[src/rtl/mem_arb_pkg.sv]
// Shared types and widths for the unified memory port arbiter.
// Both requesters and the memory side use the same transaction fields.
package mem_arb_pkg;

   localparam int ADDR_W = 32;
   localparam int DATA_W = 32;
   localparam int MASK_W = DATA_W / 8;

   typedef enum logic [1:0] {
      IDLE,
      WAIT,
      RESP
   } state_t;

   typedef enum logic {
      OWN_C,
      OWN_X
   } owner_t;

   typedef struct packed {
      logic              we;
      logic [ADDR_W-1:0] addr;
      logic [DATA_W-1:0] wdata;
      logic [MASK_W-1:0] wmask;
   } mem_req_t;

endpackage

[src/rtl/mem_port_arbiter_if.sv]
// Bundle of the core port, loader/debug port and memory port signals.
// The slave modport is the arbiter's view; master is the surrounding system.
interface mem_port_arbiter_if;
   import mem_arb_pkg::*;

   logic              c_req;
   logic              c_we;
   logic [ADDR_W-1:0] c_addr;
   logic [DATA_W-1:0] c_wdata;
   logic [MASK_W-1:0] c_wmask;
   logic              c_gnt;
   logic              c_rvalid;
   logic [DATA_W-1:0] c_rdata;

   logic              x_req;
   logic              x_we;
   logic [ADDR_W-1:0] x_addr;
   logic [DATA_W-1:0] x_wdata;
   logic [MASK_W-1:0] x_wmask;
   logic              x_gnt;
   logic              x_rvalid;
   logic [DATA_W-1:0] x_rdata;

   logic              mem_en;
   logic              mem_we;
   logic [ADDR_W-1:0] mem_addr;
   logic [DATA_W-1:0] mem_wdata;
   logic [MASK_W-1:0] mem_wmask;
   logic [DATA_W-1:0] mem_rdata;

   modport slave (
      input  c_req, c_we, c_addr, c_wdata, c_wmask,
      output c_gnt, c_rvalid, c_rdata,
      input  x_req, x_we, x_addr, x_wdata, x_wmask,
      output x_gnt, x_rvalid, x_rdata,
      output mem_en, mem_we, mem_addr, mem_wdata, mem_wmask,
      input  mem_rdata
   );

   modport master (
      output c_req, c_we, c_addr, c_wdata, c_wmask,
      input  c_gnt, c_rvalid, c_rdata,
      output x_req, x_we, x_addr, x_wdata, x_wmask,
      input  x_gnt, x_rvalid, x_rdata,
      input  mem_en, mem_we, mem_addr, mem_wdata, mem_wmask,
      output mem_rdata
   );

endinterface

[src/rtl/mem_arb_pick.sv]
// Combinational winner selection: core has priority unless the loader has
// been denied MAX_WAIT consecutive cycles.
module mem_arb_pick #(
   parameter int MAX_WAIT = 8,
   parameter int CNT_W    = $clog2(MAX_WAIT + 1)
) (
   input  logic             allow,
   input  logic             c_req,
   input  logic             x_req,
   input  logic [CNT_W-1:0] x_wait,
   output logic             grant_c,
   output logic             grant_x
);

   logic x_forced;

   always_comb begin
      x_forced = (x_wait == CNT_W'(MAX_WAIT));
      grant_c  = allow && c_req && !(x_req && x_forced);
      grant_x  = allow && x_req && (!c_req || x_forced);
   end

endmodule

[src/rtl/mem_port_arbiter.sv]
// Shares one memory port between the core (C) and the loader/debug master (X),
// one transaction in flight at a time, with a one-cycle response to the owner.
module mem_port_arbiter
   import mem_arb_pkg::*;
#(
   parameter int MEM_LAT  = 2,
   parameter int MAX_WAIT = 8
) (
   input logic               clk,
   input logic               rst,
   mem_port_arbiter_if.slave bus
);

   localparam int LAT_W = $clog2(MEM_LAT + 1);
   localparam int CNT_W = $clog2(MAX_WAIT + 1);

   state_t            state;
   state_t            state_nx;
   owner_t            owner;
   logic              owner_we;
   logic [LAT_W-1:0]  lat_cnt;
   logic [CNT_W-1:0]  x_wait;
   logic [DATA_W-1:0] c_rdata_q;
   logic [DATA_W-1:0] x_rdata_q;

   logic              allow;
   logic              grant_c;
   logic              grant_x;
   logic              grant;
   mem_req_t          c_fields;
   mem_req_t          x_fields;
   mem_req_t          win;

   // New transactions start only when nothing is in flight; the response
   // cycle counts as free so back-to-back requests lose no cycle.
   assign allow = !rst && (state == IDLE || state == RESP);
   assign grant = grant_c || grant_x;

   mem_arb_pick #(
      .MAX_WAIT (MAX_WAIT),
      .CNT_W    (CNT_W)
   ) u_pick (
      .allow   (allow),
      .c_req   (bus.c_req),
      .x_req   (bus.x_req),
      .x_wait  (x_wait),
      .grant_c (grant_c),
      .grant_x (grant_x)
   );

   always_comb begin
      c_fields = '{we: bus.c_we, addr: bus.c_addr, wdata: bus.c_wdata, wmask: bus.c_wmask};
      x_fields = '{we: bus.x_we, addr: bus.x_addr, wdata: bus.x_wdata, wmask: bus.x_wmask};
      win      = '0;
      if (grant_c) begin
         win = c_fields;
      end else if (grant_x) begin
         win = x_fields;
      end
   end

   assign bus.mem_en    = grant;
   assign bus.mem_we    = win.we;
   assign bus.mem_addr  = win.addr;
   assign bus.mem_wdata = win.wdata;
   assign bus.mem_wmask = win.wmask;

   assign bus.c_gnt     = grant_c;
   assign bus.x_gnt     = grant_x;
   assign bus.c_rvalid  = (state == RESP) && (owner == OWN_C);
   assign bus.x_rvalid  = (state == RESP) && (owner == OWN_X);
   assign bus.c_rdata   = c_rdata_q;
   assign bus.x_rdata   = x_rdata_q;

   always_comb begin
      state_nx = state;
      case (state)
         IDLE:    if (grant) state_nx = WAIT;
         WAIT:    if (lat_cnt == LAT_W'(1)) state_nx = RESP;
         RESP:    state_nx = grant ? WAIT : IDLE;
         default: state_nx = IDLE;
      endcase
   end

   always_ff @(posedge clk or posedge rst) begin
      if (rst) begin
         state <= IDLE;
      end else begin
         state <= state_nx;
      end
   end

   // Owner and direction are latched at grant; read data is captured on the
   // last latency cycle, writes leave the owner's rdata untouched.
   always_ff @(posedge clk or posedge rst) begin
      if (rst) begin
         owner     <= OWN_C;
         owner_we  <= 1'b0;
         lat_cnt   <= '0;
         c_rdata_q <= '0;
         x_rdata_q <= '0;
      end else if (grant) begin
         owner    <= grant_x ? OWN_X : OWN_C;
         owner_we <= win.we;
         lat_cnt  <= LAT_W'(MEM_LAT);
      end else if (state == WAIT) begin
         lat_cnt <= lat_cnt - LAT_W'(1);
         if (lat_cnt == LAT_W'(1) && !owner_we) begin
            if (owner == OWN_X) begin
               x_rdata_q <= bus.mem_rdata;
            end else begin
               c_rdata_q <= bus.mem_rdata;
            end
         end
      end
   end

   always_ff @(posedge clk or posedge rst) begin
      if (rst) begin
         x_wait <= '0;
      end else if (bus.x_req && !grant_x) begin
         if (x_wait != CNT_W'(MAX_WAIT)) begin
            x_wait <= x_wait + CNT_W'(1);
         end
      end else begin
         x_wait <= '0;
      end
   end

endmodule
[src/flat_wrapper.sv]
// flat-port wrapper written by rule: the top's interface ports become plain ports
module mem_port_arbiter_flat import mem_arb_pkg::*;
#(
   parameter int MEM_LAT  = 2,
   parameter int MAX_WAIT = 8
)
  (clk, rst, bus_c_req, bus_c_we, bus_c_addr, bus_c_wdata, bus_c_wmask, bus_c_gnt, bus_c_rvalid, bus_c_rdata, bus_x_req, bus_x_we, bus_x_addr, bus_x_wdata, bus_x_wmask, bus_x_gnt, bus_x_rvalid, bus_x_rdata, bus_mem_en, bus_mem_we, bus_mem_addr, bus_mem_wdata, bus_mem_wmask, bus_mem_rdata);
  mem_port_arbiter_if bus_i ();
  input logic clk;
  input logic rst;
  input wire logic [$bits(bus_i.c_req)-1:0] bus_c_req;
  input wire logic [$bits(bus_i.c_we)-1:0] bus_c_we;
  input wire logic [$bits(bus_i.c_addr)-1:0] bus_c_addr;
  input wire logic [$bits(bus_i.c_wdata)-1:0] bus_c_wdata;
  input wire logic [$bits(bus_i.c_wmask)-1:0] bus_c_wmask;
  output wire logic [$bits(bus_i.c_gnt)-1:0] bus_c_gnt;
  output wire logic [$bits(bus_i.c_rvalid)-1:0] bus_c_rvalid;
  output wire logic [$bits(bus_i.c_rdata)-1:0] bus_c_rdata;
  input wire logic [$bits(bus_i.x_req)-1:0] bus_x_req;
  input wire logic [$bits(bus_i.x_we)-1:0] bus_x_we;
  input wire logic [$bits(bus_i.x_addr)-1:0] bus_x_addr;
  input wire logic [$bits(bus_i.x_wdata)-1:0] bus_x_wdata;
  input wire logic [$bits(bus_i.x_wmask)-1:0] bus_x_wmask;
  output wire logic [$bits(bus_i.x_gnt)-1:0] bus_x_gnt;
  output wire logic [$bits(bus_i.x_rvalid)-1:0] bus_x_rvalid;
  output wire logic [$bits(bus_i.x_rdata)-1:0] bus_x_rdata;
  output wire logic [$bits(bus_i.mem_en)-1:0] bus_mem_en;
  output wire logic [$bits(bus_i.mem_we)-1:0] bus_mem_we;
  output wire logic [$bits(bus_i.mem_addr)-1:0] bus_mem_addr;
  output wire logic [$bits(bus_i.mem_wdata)-1:0] bus_mem_wdata;
  output wire logic [$bits(bus_i.mem_wmask)-1:0] bus_mem_wmask;
  input wire logic [$bits(bus_i.mem_rdata)-1:0] bus_mem_rdata;
  assign bus_i.c_req = bus_c_req;
  assign bus_i.c_we = bus_c_we;
  assign bus_i.c_addr = bus_c_addr;
  assign bus_i.c_wdata = bus_c_wdata;
  assign bus_i.c_wmask = bus_c_wmask;
  assign bus_c_gnt = bus_i.c_gnt;
  assign bus_c_rvalid = bus_i.c_rvalid;
  assign bus_c_rdata = bus_i.c_rdata;
  assign bus_i.x_req = bus_x_req;
  assign bus_i.x_we = bus_x_we;
  assign bus_i.x_addr = bus_x_addr;
  assign bus_i.x_wdata = bus_x_wdata;
  assign bus_i.x_wmask = bus_x_wmask;
  assign bus_x_gnt = bus_i.x_gnt;
  assign bus_x_rvalid = bus_i.x_rvalid;
  assign bus_x_rdata = bus_i.x_rdata;
  assign bus_mem_en = bus_i.mem_en;
  assign bus_mem_we = bus_i.mem_we;
  assign bus_mem_addr = bus_i.mem_addr;
  assign bus_mem_wdata = bus_i.mem_wdata;
  assign bus_mem_wmask = bus_i.mem_wmask;
  assign bus_i.mem_rdata = bus_mem_rdata;
  mem_port_arbiter #(.MEM_LAT(MEM_LAT), .MAX_WAIT(MAX_WAIT)) u_core (.clk(clk), .rst(rst), .bus(bus_i));
endmodule
[config.mk]
export PLATFORM = sky130hd
export DESIGN_NAME = mem_port_arbiter_flat
export DESIGN_NICKNAME = d
export VERILOG_FILES = /design/src/rtl/mem_arb_pkg.sv /design/src/rtl/mem_port_arbiter_if.sv /design/src/rtl/mem_arb_pick.sv /design/src/rtl/mem_port_arbiter.sv /design/src/flat_wrapper.sv
export SDC_FILE = /design/constraint.sdc
export NUM_CORES = 1
export LEC_CHECK = 0
export ABC_CLOCK_PERIOD_IN_PS = 2600
export BUFFER_PORTS_ARGS = -buffer_cell sky130_fd_sc_hd__buf_2
export CELL_PAD_IN_SITES_DETAIL_PLACEMENT = 1
export CELL_PAD_IN_SITES_GLOBAL_PLACEMENT = 2
export CORE_MARGIN = 1.5
export CORE_UTILIZATION = 21
export CTS_CLUSTER_SIZE = 28
export DETAILED_ROUTE_END_ITERATION = 10
export PLACE_DENSITY = 0.78
export SLEW_MARGIN = 20
export SYNTH_ARGS = -nofsm -noshare
export SYNTH_HDL_FRONTEND = slang
export SYNTH_SLANG_ARGS = --single-unit
[constraint.sdc]
create_clock -name clk -period 2.6 [get_ports clk]
set_input_delay 0.13 -clock clk [delete_from_list [all_inputs] [get_ports clk]]
set_output_delay 0.13 -clock clk [all_outputs]
set_load 0.02 [all_outputs]
-- Yosys cells after proc, flatten, opt, wreduce, memory -nomap -nowiden
Index checks and enable logic that the tools add are counted.
- flip-flop bits (word level): 74
- bits of input ports: 174
- output and inout port bits: 138
- logic and storage cells: 53
- $add $sub $neg: 2
- eq/ne operators: 8
- muxes and demuxes: 11
- bitwise gates (word level): 2
- reductions and logical operators: 23
- operators with widths (operator ; count):
    two-way mux 69 bit ; 2
    logical AND 1 bit ; 10
    two-way mux 2 bit ; 4
    two-way mux 4 bit ; 2
    AND reduction 4 bit ; 2
    one-hot mux 2 bit (3 select lines) ; 1
    logical NOT 1 bit ; 5
    adder 4 x 1 -> 4 bit (second input constant) ; 1
    == test 2 x 1 -> 1 bit (second input constant) ; 2
    == test 4 bit (second input constant) ; 1
    inequality test 2 x 1 -> 1 bit (second input constant) ; 2
    inequality test 4 bit (second input constant) ; 1
    logical OR 1 bit ; 3
    == test 2 bit (second input constant) ; 1
    logical NOT 2 bit ; 1
    two-way mux 1 bit ; 2
    inequality test 2 bit (second input constant) ; 1
    NOT 1 bit ; 2
    AND reduction 2 bit ; 1
    nonzero test 2 bit ; 1
    subtractor 2 x 1 -> 2 bit (second input constant) ; 1

-- Logic depth before layout (Yosys ltp)
- word-level depth: 8
- gate-level depth with buffers: 7
- gate-level depth less buffers: 5

-- Modules after synthesis
Synthesis repeated with hierarchy kept, for this count alone.
- cell total of the unflattened synthesis: 275
- area total of the unflattened synthesis: 3751.1 um^2
- modules (own cells, without submodules) (module ; instances ; cells each ; area an instance (um^2)):
    mem_port_arbiter ; 1 ; 270 ; 3704.8
    mem_arb_pick ; 1 ; 5 ; 46.3

-- Worst setup path after synthesis
OpenSTA, ideal clock, no wires.
- path kind: reg-to-output
- from: register u_core.x_wait[0]
- to: output bus_mem_addr[12]
- data arrival time: 1.801 ns
- path slack: 0.669 ns
- stages on the path, launching flop included: 8
- buffers on the path: 2
- path through: dfrtp_1 -> inv_1 -> ha_1 -> nand3b_1 -> o211a_1 -> buf_2 -> clkbuf_1 -> a22o_1
- cells in the longest elaborated chain, start to end: 5
- elaborated cells on any way between the ends: 8
- those cells by class: eq/ne (1); mux (2); reduce/logical (5)
- ends and longest elaborated chain (what ; RTL line ; RTL):
    start, declared ; mem_port_arbiter.sv:22 ; logic [CNT_W-1:0] x_wait;
    start signal, assigned ; mem_port_arbiter.sv:123 ; x_wait <= x_wait + CNT_W'(1);
    == test 4 bit ; mem_arb_pick.sv:18 ; x_forced = (x_wait == CNT_W'(MAX_WAIT));
    logical AND 1 bit ; mem_arb_pick.sv:19 ; grant_c = allow && c_req && !(x_req && x_forced);
    logical NOT 1 bit ; mem_arb_pick.sv:19 ;
    logical AND 1 bit ; mem_arb_pick.sv:19 ;
    named net bus_c_gnt ; flat_wrapper.sv:16 ; output wire logic [$bits(bus_i.c_gnt)-1:0] bus_c_gnt;
    two-way mux 69 bit ; mem_port_arbiter.sv:55 ; if (grant_c) begin
    end, declared ; flat_wrapper.sv:29 ; output wire logic [$bits(bus_i.mem_addr)-1:0] bus_mem_addr;
The timed path passes the listed nets, and every way through them passes these cells.

-- Final worst setup path
- from: register u_core.x_wait[0]
- to: output bus_mem_wdata[14]
- cells in the longest elaborated chain, start to end: 5
- elaborated cells on any way between the ends: 8
- those cells by class: eq/ne (1); mux (2); reduce/logical (5)
- ends and longest elaborated chain (what ; RTL line ; RTL):
    == test 4 bit (*) ; mem_arb_pick.sv:18 ;
    logical OR 1 bit or logical AND 1 bit (tied branches) ; mem_arb_pick.sv:20, mem_arb_pick.sv:19 ;
    logical AND 1 bit or logical NOT 1 bit (tied branches) ; mem_arb_pick.sv:20, mem_arb_pick.sv:19 ;
    two-way mux 69 bit or logical AND 1 bit (tied branches) ; mem_port_arbiter.sv:57, mem_arb_pick.sv:19 ;
    two-way mux 69 bit (*) ; mem_port_arbiter.sv:55 ;
    end, declared ; flat_wrapper.sv:30 ; output wire logic [$bits(bus_i.mem_wdata)-1:0] bus_mem_wdata;
Mark *: on every way between the ends. The rest lies on a longest branch, timed or not.

==> results.txt <==
The flow ran to the end, and the final reports show no timing, DRC or antenna violations. The path type of the worst setup path was reg -> out. The cell area after technology mapping is 0.00365 sq mm. The wire length per cell after detailed routing was 19.8 um; the number of buffer and inverter instances along the worst setup path was 3. On the final layout, the worst clock skew is 6.56 ps. TritonCTS built the clock tree. The share of total power dissipated in combinational logic is 46.4%.

Walking the worst path, the cells encountered are inv_1, ha_1, nand3b_1, a211oi_4, buf_12, a22o_1, buf_2. The worst-case IR drop observed on VDD is 0.384 mV. At the worst endpoint, the arrival time is 2320 ps. No sink is reached through more buffers than the 2 on the longest clock path. Of the cells placed in the final design, the portion with a size suffix greater than 1 is 68.5%.

The per-cell via count in the routed design is 4.44, and the total nets after synthesis is 451. The starting density of the core is 21.3%, and the share of the synthesized area in the top cell type is 50.8%. The biggest area contributor in the post-synthesis netlist is sky130_fd_sc_hd__dfrtp_1. Counting every instance in the synthesized netlist gives 274. In this run the most critical hold path is launched from bus_mem_rdata[22]. The worst hold path passes through 2 cells. The path with the worst hold slack has its endpoint at u_core.bus.c_rdata[22]$_DFFE_PP0P_. For the number of global-route vias before repair, the log shows 3896. The run gives 48 as the site row count. The cell family contributing the most delay on the critical path is buffers and inverters. After synthesis, the cell types taking the most area are sky130_fd_sc_hd__dfrtp_1 51%, sky130_fd_sc_hd__mux2_2 19%, sky130_fd_sc_hd__a22o_1 17%.

For the final routed database, the setup TNS stands at 0 ps. The tree is rooted in a sky130_fd_sc_hd__clkbuf_16. The most instantiated flip-flop cell in the synthesis netlist is sky130_fd_sc_hd__dfrtp_1. The number of nets with antenna violations after detailed routing is 0.

The clock network accounts for 20.2% of the total power. The count of vias placed by the detailed router came out at 3615. The switching power is 2370 uW, and the number of buffers created by CTS is 9.

The run gives 0 as the count of final hold-check violations. Clock-pin slew was measured on the worst setup and hold paths at 60 ps. The logs give 3620 uW for the internal power and 0 for the number of warnings issued by yosys. For the area of the core, the log shows 0.0171 sq mm. The reg-to-reg setup timing slack is 680 ps, and the overall routed net length is 16100 um. The tools report the power consumption as 5990 uW. The path class of the tightest hold or removal check is in -> reg.

Max-cap violations in this run came to 0. The die covers 0.0182 sq mm. The ratio of final minimum period to clock period was 94.0%; the sequential element share of the synthesized area was 50.8%. The first global-routing pass estimated 23100 um of wire.

Entering global routing, the biggest net connects 74 pins. The number of cells on the worst reg-to-reg path works out to 4. The number of I/O pins was 312; the final instance area was 0.00573 sq mm. The die is 135 um tall.

The shortest clock period the worst path allows after layout works out to 2450 ps. The clock insertion delay at the later pin of the skew report was 330 ps; the initial antenna violation count was 7. Per report_power, the sequential group accounts for 33.4% of the total.

The number of port buffers came out at 311. Among all stages on the critical path, the largest delay is contributed by sky130_fd_sc_hd__dfrtp_1. The worst setup path is launched from a register. For the pin with the worst max-slew slack, the measured transition is 693 ps.

The global-route total usage across every layer was 17.4%; the number of sinks handled by clock tree synthesis was 74. Of all nets on the critical path, the largest fanout is 73. A synthesized cell averages 13.3 sq um.

The tools report the worst reg2reg path endpoint as u_core.bus.c_rdata[9]$_DFFE_PP0P_. The netlist uses 36 different library cells. The power density over cell area is 1050 mW/mm^2.

Setup repair after global routing left no endpoint under its margin. Detailed-placement wirelength estimate: 13700 um. The required time of the critical path is 2470 ps.

Remaining max-slew budget at the tightest pin: 53.8%. The logs give 757 for the post-layout net count and 95 for the number of design-rule violations left by the first detailed-router iteration. Static timing analysis puts the maximum clock frequency at 409 MHz.

After detailed routing, the number of remaining DRC violations is 0. After global routing the overflow that remains totals 0. The tools report the total leakage power as 0.00305 uW. The worst register-to-register path begins at u_core.state[0]$_DFFE_PP0P_.

Setup violations remaining at the end of the flow were counted as 0. The number of flops mapped to enable cells by yosys works out to 0. The run gives 44.8 ps as the final hold slack. The area growth from synthesis to layout is 57.1%. The proportion of total power due to net switching works out to 39.6%.

STA classifies the critical path endpoint as an output port. The placer congestion estimate is 0.862, and the placed instance area is 0.00541 sq mm. The H-tree generated during clock tree synthesis spans 3 levels. The tools report the count of pins over their slew limit as 0.

Delay contributed by the slowest stage of the critical path: 420 ps. For this run, the detailed router's first-pass iteration total came to 4. After synthesis, the share of flip-flops with an asynchronous set or reset is 100%. The die span in x is 135 um. The total of flip-flops plus latches after synthesis came out at 74.
[what timing repair did]
item / 4_1_cts / 5_1_grt
hold endpoints to repair: 32 / 0
gates resized for setup: 1 / 0
hold buffers: 1 / 0
setup buffers: 0 / 0
setup endpoints to repair: 38 / 0
[worst max-delay path by stage]
stage | startpoint | end | slack (ps) | cells after the start
after global routing | u_core.x_wait[0]$_DFFE_PP0P_ | bus_mem_wdata[14] | 2 | 7
final | u_core.x_wait[0]$_DFFE_PP0P_ | bus_mem_wdata[14] | 150 | 7
after global placement | u_core.x_wait[0]$_DFFE_PP0P_ | bus_mem_addr[29] | 380 | 7
after floorplan | rst | u_core.bus.c_rdata[0]$_DFFE_PP0P_ | 590 | 1
after CTS | u_core.x_wait[0]$_DFFE_PP0P_ | bus_mem_wdata[14] | 130 | 7
after detailed placement | u_core.x_wait[0]$_DFFE_PP0P_ | bus_mem_wdata[8] | 320 | 7
[per-layer routing]
metal	vias to the layer above	global-route usage (%)	part of all wire, %
li1	1665	-	-
met5	-	0	0.13
met2	178	33.6	56
met4	4	6.33	2.1
met3	25	5.26	7.8
met1	1743	17.4	34
[through the flow]
stage               setup slack (ps)  cells  utilization, %
floorplan                        588    274               -
global placement                 383    793            31.6
detailed placement               324    793            31.6
CTS                              130    810            33.4
global route                    1.66    814            33.5
finish                           155    814            33.5
[area by class of cell]
class	instances	area [sq um]
fill	2026	11400
sequential	74	1850
timing repair buffer	319	1660
multi-input combinational	169	1610
tap	225	282
clock buffer	10	229
clock inverter	6	66.3
inverter	7	26.3
antenna	4	10.0
[flip-flops by register name (all words and copies together) (netlist names)]
signal              count
u_core.state            2
u_core.bus.x_rdata     32
u_core.x_wait           4
u_core.bus.c_rdata     32
u_core.owner            1
u_core.owner_we         1
u_core.lat_cnt          2
[cells in the mapped netlist (2+ instances only)]
cell type                  number
sky130_fd_sc_hd__nor3_1         2
sky130_fd_sc_hd__a22o_1        69
sky130_fd_sc_hd__buf_6          8
sky130_fd_sc_hd__clkbuf_1       7
sky130_fd_sc_hd__o21ai_0        3
sky130_fd_sc_hd__buf_2          5
sky130_fd_sc_hd__nor2_1         3
sky130_fd_sc_hd__xnor2_1        2
sky130_fd_sc_hd__o211ai_1       2
sky130_fd_sc_hd__dfrtp_1       74
sky130_fd_sc_hd__buf_4          3
sky130_fd_sc_hd__ha_1           3
sky130_fd_sc_hd__inv_1          7
sky130_fd_sc_hd__mux2_2        63
sky130_fd_sc_hd__nand3_1        2
[logic make-up (layout without fill, tap and decap cells)]
| family | after synthesis | count (layout) | synth area share [%] |
|---|---|---|---|
| AO/OA/AOI/OAI | 81 | 81 | 19.2 |
| flip-flops | 74 | 74 | 50.8 |
| multiplexers | 64 | 64 | 19.8 |
| buffers and inverters | 31 | 342 | 5.35 |
| AND/OR/NAND/NOR | 18 | 18 | 3.16 |
| adder cells (fa/ha/maj) | 3 | 3 | 1.03 |
| XOR/XNOR | 3 | 3 | 0.720 |
| other | 0 | 4 | 0 |
[power groups by stage]
stage                     registers (uW)  logic (uW)  clock network (uW)
after CTS                           2010        2830                1260
after detailed placement            2030        2820                   0
final                               2000        2780                1210
after global routing                2080        2960                1310
after floorplan                     2610        1150                   0
after global placement              1980        2740                   0
[cells in the final DEF, fill, tap and decap left out, types with 2 or more instances in the layout]
cell type / Yosys / routed
sky130_fd_sc_hd__inv_1: 7 / 6
sky130_fd_sc_hd__nor3_1: 2 / 2
sky130_fd_sc_hd__a22o_1: 69 / 69
sky130_fd_sc_hd__diode_2: 0 / 4
sky130_fd_sc_hd__nor2_1: 3 / 3
sky130_fd_sc_hd__buf_2: 5 / 311
sky130_fd_sc_hd__o21ai_0: 3 / 3
sky130_fd_sc_hd__o211ai_1: 2 / 2
sky130_fd_sc_hd__buf_12: 0 / 3
sky130_fd_sc_hd__mux2_2: 63 / 63
sky130_fd_sc_hd__xnor2_1: 2 / 2
sky130_fd_sc_hd__buf_4: 3 / 4
sky130_fd_sc_hd__nand3_1: 2 / 2
sky130_fd_sc_hd__dfrtp_1: 74 / 74
sky130_fd_sc_hd__clkinvlp_4: 0 / 3
sky130_fd_sc_hd__ha_1: 3 / 3
sky130_fd_sc_hd__clkbuf_16: 0 / 9
[worst reg2reg max path, cell delays in order (launching register included)]
cell and delay, ps:
sky130_fd_sc_hd__dfrtp_1 390, sky130_fd_sc_hd__nor2b_1 420, sky130_fd_sc_hd__and4bb_2 340, sky130_fd_sc_hd__buf_4 270
sky130_fd_sc_hd__mux2_2 380
Note: power is estimated with default switching activity, not from simulation.
